[src/rtl/svm_dot_accum.sv]
// svm_dot_accum: sums N_FEAT signed products from the multiplier stage into a wide
// accumulator, adds the SVM bias, saturates to DATA_WIDTH and registers the decision
// value together with a class bit.
//
// Ports:
//   clk           system clock, rising edge
//   rst           asynchronous active-high reset
//   start_i       one-cycle pulse opening a new vector (ignored while busy)
//   prod_valid_i  prod_data_i is valid this cycle (only used while accumulating)
//   prod_data_i   signed product, DATA_WIDTH bits
//   bias_i        signed bias, sampled in the bias-add cycle
//   acc_out_o     saturated signed decision value, held until the next done
//   class_out_o   1 when acc_out_o >= 0
//   overflow_o    last result was clipped by saturation
//   done_o        one-cycle pulse, result outputs updated on the same edge
//   busy_o        high whenever a vector is in flight
//
// ACC_WIDTH must be at least DATA_WIDTH + clog2(N_FEAT) + 1 so that N_FEAT full-scale
// products plus the bias never wrap internally; N_FEAT must lie in 2..255 and fit in
// CNT_WIDTH.
module svm_dot_accum #(
  parameter int unsigned DATA_WIDTH = 32,
  parameter int unsigned ACC_WIDTH  = 40,
  parameter int unsigned N_FEAT     = 16,
  parameter int unsigned CNT_WIDTH  = 8
) (
  input  logic                  clk,
  input  logic                  rst,
  input  logic                  start_i,
  input  logic                  prod_valid_i,
  input  logic [DATA_WIDTH-1:0] prod_data_i,
  input  logic [DATA_WIDTH-1:0] bias_i,
  output logic [DATA_WIDTH-1:0] acc_out_o,
  output logic                  class_out_o,
  output logic                  overflow_o,
  output logic                  done_o,
  output logic                  busy_o
);

  localparam logic [1:0] StIdle  = 2'd0;
  localparam logic [1:0] StAccum = 2'd1;
  localparam logic [1:0] StBias  = 2'd2;
  localparam logic [1:0] StSat   = 2'd3;

  localparam int unsigned ExtW = ACC_WIDTH - DATA_WIDTH;
  localparam logic [CNT_WIDTH-1:0] LastCnt = CNT_WIDTH'(N_FEAT - 1);

  localparam logic [DATA_WIDTH-1:0] SatMax = {1'b0, {(DATA_WIDTH-1){1'b1}}};
  localparam logic [DATA_WIDTH-1:0] SatMin = {1'b1, {(DATA_WIDTH-1){1'b0}}};

  logic [1:0]            state_q, state_d;
  logic [ACC_WIDTH-1:0]  acc_q, acc_d;
  logic [CNT_WIDTH-1:0]  cnt_q, cnt_d;
  logic [DATA_WIDTH-1:0] acc_out_q, acc_out_d;
  logic                  class_q, class_d;
  logic                  ovf_q, ovf_d;
  logic                  done_q, done_d;

  logic [ACC_WIDTH-1:0]  prod_ext;
  logic [ACC_WIDTH-1:0]  bias_ext;
  logic [ExtW:0]         acc_top;
  logic                  in_range;
  logic [DATA_WIDTH-1:0] sat_val;

  assign prod_ext = {{ExtW{prod_data_i[DATA_WIDTH-1]}}, prod_data_i};
  assign bias_ext = {{ExtW{bias_i[DATA_WIDTH-1]}}, bias_i};

  // The value fits in DATA_WIDTH exactly when every bit from the result sign bit up
  // to the accumulator MSB agrees.
  assign acc_top  = acc_q[ACC_WIDTH-1:DATA_WIDTH-1];
  assign in_range = (&acc_top) | ~(|acc_top);

  always_comb begin
    if (in_range) begin
      sat_val = acc_q[DATA_WIDTH-1:0];
    end else if (acc_q[ACC_WIDTH-1]) begin
      sat_val = SatMin;
    end else begin
      sat_val = SatMax;
    end
  end

  always_comb begin
    state_d   = state_q;
    acc_d     = acc_q;
    cnt_d     = cnt_q;
    acc_out_d = acc_out_q;
    class_d   = class_q;
    ovf_d     = ovf_q;
    done_d    = 1'b0;

    case (state_q)
      StIdle: begin
        // prod_valid_i is deliberately ignored here, even alongside start_i.
        if (start_i) begin
          acc_d   = '0;
          cnt_d   = '0;
          state_d = StAccum;
        end
      end
      StAccum: begin
        if (prod_valid_i) begin
          acc_d = acc_q + prod_ext;
          cnt_d = cnt_q + 1'b1;
          if (cnt_q == LastCnt) begin
            state_d = StBias;
          end
        end
      end
      StBias: begin
        acc_d   = acc_q + bias_ext;
        state_d = StSat;
      end
      StSat: begin
        acc_out_d = sat_val;
        ovf_d     = ~in_range;
        class_d   = ~sat_val[DATA_WIDTH-1];
        done_d    = 1'b1;
        state_d   = StIdle;
      end
      default: begin
        state_d = StIdle;
      end
    endcase
  end

  always_ff @(posedge clk or posedge rst) begin
    if (rst) begin
      state_q   <= StIdle;
      acc_q     <= '0;
      cnt_q     <= '0;
      acc_out_q <= '0;
      class_q   <= 1'b0;
      ovf_q     <= 1'b0;
      done_q    <= 1'b0;
    end else begin
      state_q   <= state_d;
      acc_q     <= acc_d;
      cnt_q     <= cnt_d;
      acc_out_q <= acc_out_d;
      class_q   <= class_d;
      ovf_q     <= ovf_d;
      done_q    <= done_d;
    end
  end

  assign acc_out_o   = acc_out_q;
  assign class_out_o = class_q;
  assign overflow_o  = ovf_q;
  assign done_o      = done_q;
  assign busy_o      = (state_q != StIdle);

endmodule

[config.mk]
export PLATFORM = sky130hd
export DESIGN_NAME = svm_dot_accum
export DESIGN_NICKNAME = d
export VERILOG_FILES = /design/src/rtl/svm_dot_accum.sv
export SDC_FILE = /design/constraint.sdc
export NUM_CORES = 1
export LEC_CHECK = 0
export ABC_AREA = 1
export ABC_CLOCK_PERIOD_IN_PS = 4660
export CORE_ASPECT_RATIO = 1.4
export CORE_MARGIN = 8
export CORE_UTILIZATION = 25
export DETAILED_ROUTE_END_ITERATION = 8
export PLACE_DENSITY = 0.53
export SETUP_SLACK_MARGIN = 0.1
export SYNTH_ARGS = -nofsm -noshare
export SYNTH_HDL_FRONTEND = slang
export SYNTH_SLANG_ARGS = --single-unit
[constraint.sdc]
create_clock -name clk -period 4.66 [get_ports clk]
set_input_delay 0.932 -clock clk [delete_from_list [all_inputs] [get_ports clk]]
set_output_delay 0.932 -clock clk [all_outputs]
set_load 0.1 [all_outputs]
==> impl_results.md <==
- DR vias/cell: 4.42
- Crit start category: flip-flop
- Worst R2R Setup Slack: 0.99 ns
- Die X: 157 um
- Clock Tree Buf Depth: 2
- Fin Hold WS: 0.483 ns
- Core footprint: 27,400 um2
- Cell area after synthesis: 6910 um2
- Post-route ant nets: 0
- Worst Setup Path Type: reg -> reg
- Pin count of the biggest net entering global routing: 52
- DRC viols: 0
- CTS root buf: clkbuf_16
- Unrepaired setup endpoints after global routing: no
- Initial drt markers: 333
- Gr ovfl total: 0
- Vias in the first global route: 6,733
- DIE HEIGHT: 213 um
- Most used cell, CP: nand2_1
- Critical Path Sink Type: flip-flop
- Crit path to: acc_q[36]
- Worst vdd ir: 0.000243 V
- GPL Wtd Cong: 0.951
- CTS tree: yes
- Dpl cell area: 8330 um2
- Status: complete, no violations
- Seq/Total Area, Yosys: 0.308
- Total CTS buffers: 9
- Final instance area: 8640 um2
- DRT Pass-1 Iters: 5
- RR Startpoint: state_q[0]
- Post-synth EDFFs: 0
- Worst setup margin: 0.987 ns
- Dpl ws: 0.978 ns
- # fillers: 3,076
- Port-buffer cells: 103
- Initial core utilization: 0.252
- WL/cell: 15.8 um
- Power Total: 6.89 mW
- Io pins: 104
- Final Hold Vio Count: 0
- CP arrival: 3.92 ns
- Register bit count reported by yosys: 85
- Period utilization: 0.788
- Total Routing Usage GR: 0.145
- DP HPWL: 19,400 um
- Worst path required time: 4.91 ns
- CTS resizes: 0
- WP depth: 14
- First-pass GRT wire length: 37,000 um
- H-Tree Depth: 3
- Total vias in the final route: 6,723
- Initial antenna violation count: 0
- Ys Warns: 0
- Row count: 72
- Main synth FF type: dfrtp_1
- TNS Setup: 0 ns
- CTS Sinks: 85
- Actual slew at the worst max-slew pin: 1.11 ns
- Relative slew margins: 0.261
- Clock slew at the register clock pins of the worst setup and hold paths: 0.08 ns
- Lkg Pwr: 4.24 nW
- Antenna Diode Count: 0
- CP max FO: 18
- Layout area overhead: 25.0%
- Critical path buffers and inverters: 2
- Distinct cells, synth: 39
- Worst hold path type: reg -> reg
- Layout cells sized above 1: 0.0774
- Final min period: 3.67 ns
- Setup violators final: 0
- CP top delay family: simple AND/OR/NAND/NOR gates
- Fin. max-slew vios: 0
- Routed WL: 24,000 um
- Nets@finish: 1,261
- Maxcap violations: 0
- Critical Path, Cell by Cell: inv_1 > ha_2 > buf_4 > mux2_2 > ha_1 > nand2_1 > nor2_1 > nand2_1 > nor3_1 > nand2_1 > nand2_1 > nand2_1 > nand3_1 > nand2_1
- Die area: 33,300 um2
- Syn Inst Count: 1,048
- R2r worst-path depth: 14
- Peak Freq: 0.272 GHz
- CP Launch Point: state_q[0]
- Post-CTS setup buffer count: 0
- Post-Syn Area per Cell: 6.60 um2
- CP max stage delay: 0.50 ns
- Asr flop ratio synth: 1.00
- Clk_lat worst skew: 0.36 ns
- Syn Nets: 1,164
- Hold-fix buffers at CTS: 0
- Clock Skews: 0.0189 ns
- Slowest CP cell: ha_2
- Power Density: 797 nW/um2
- Worst flop-to-flop path endpoint: acc_q[36]
sequential cells by signal, summed over array words and instances, names as in the netlist:
name	count
acc_out_o	32
acc_q	40
state_q	2
cnt_q	8
overflow_o	1
done_o	1
class_out_o	1
cells in the final DEF (no fill, tap or decap), types with 4 or more instances in the layout:
master           instances
a32o_1                   4
clkbuf_16                9
clkdlybuf4s50_1        103
nor2_2                   5
or2_2                    4
nor3b_1                  4
mux2_2                  31
nand2_2                  7
inv_1                  142
ha_1                    46
nand3_1                 50
nor2_1                 125
nor3_1                   8
nand2_1                367
nand3_2                  5
o21ai_0                 33
inv_2                    5
dfrtp_1                 85
nand3b_1                 4
a21oi_1                 71
through the flow:
stage               utilization  cells
floorplan                     -   1048
global placement          0.304   1504
detailed placement        0.304   1504
CTS                       0.316   1520
global route              0.316   1520
finish                    0.316   1520
synth_stat cells (2+ instances only):
| cell type | count | area, um2 |
|---|---|---|
| nor2_4 | 3 | 33.8 |
| nand3b_1 | 4 | 30.0 |
| o21ai_1 | 3 | 15.0 |
| a32o_1 | 4 | 40.0 |
| nor2_1 | 125 | 469 |
| inv_1 | 144 | 541 |
| nand3_1 | 50 | 250 |
| inv_2 | 5 | 18.8 |
| nor3_1 | 8 | 40.0 |
| xor2_1 | 2 | 17.5 |
| nor3b_1 | 4 | 30.0 |
| dfrtp_1 | 85 | 2130 |
| buf_6 | 3 | 33.8 |
| a21oi_1 | 71 | 355 |
| nand4_1 | 3 | 18.8 |
| o21ai_2 | 2 | 17.5 |
| o21bai_1 | 3 | 22.5 |
| o31ai_1 | 2 | 15.0 |
| buf_4 | 5 | 37.5 |
| mux2_2 | 31 | 349 |
| ha_1 | 47 | 588 |
| nand3_2 | 5 | 50.1 |
| nand2_2 | 7 | 43.8 |
| nor2_2 | 5 | 31.3 |
| clkbuf_1 | 7 | 26.3 |
| buf_2 | 6 | 30.0 |
| or2_2 | 4 | 25.0 |
| o21ai_0 | 33 | 165 |
| nand2_1 | 367 | 1380 |
per-layer routing:
layer,track usage,vias up,part of all wire
met5,0,-,0
met1,0.159,3051,0.40
met4,0.0495,0,0.029
met2,0.276,133,0.54
li1,-,3507,-
met3,0.0249,32,0.034
layout make-up:
class | count | area (um2) | share of cell area
multi-input combinational | 793 | 4100 | 0.475
sequential | 85 | 2130 | 0.246
timing repair buffer | 107 | 1070 | 0.124
inverter | 149 | 561 | 0.0649
tap | 370 | 463 | 0.0536
clock buffer | 9 | 225 | 0.0261
clock inverter | 7 | 91.3 | 0.0106
worst min-delay path: cells and delay by family, from the launching register on:
kind | cells | cell delay [ns]
flops | 1 | 0.35
simple gates | 2 | 0.10
power by group:
| part | switching (mW) | total, mW | internal, mW |
|---|---|---|---|
| registers | 0.245 | 1.29 | 1.04 |
| logic | 3.40 | 4.81 | 1.41 |
| clock network | 0.356 | 0.785 | 0.429 |
logic make-up (layout without fill, tap and decap cells):
kind of cell | Yosys count | in the layout | synth area share
buffers and inverters | 170 | 272 | 0.0994
flip-flops | 85 | 85 | 0.308
multiplexers | 31 | 31 | 0.0505
AND/OR/NAND/NOR | 590 | 590 | 0.355
adder cells (fa/ha/maj) | 48 | 48 | 0.0879
XOR/XNOR | 2 | 2 | 0.00253
AO/OA/AOI/OAI | 122 | 122 | 0.0975
worst min path at each step:
stage	start	to	slack [ns]	cells after the start
2_1_floorplan	cnt_q[1]	cnt_q[1]	0.47	2
3_3_place_gp	class_out_o	class_out_o	0.46	1
3_5_place_dp	acc_out_o[31]	acc_out_o[31]	0.47	2
4_1_cts	acc_out_o[31]	acc_out_o[31]	0.49	2
5_1_grt	class_out_o	class_out_o	0.53	1
6_report	acc_out_o[31]	acc_out_o[31]	0.48	2
Note: power is estimated with default switching activity, not from simulation.
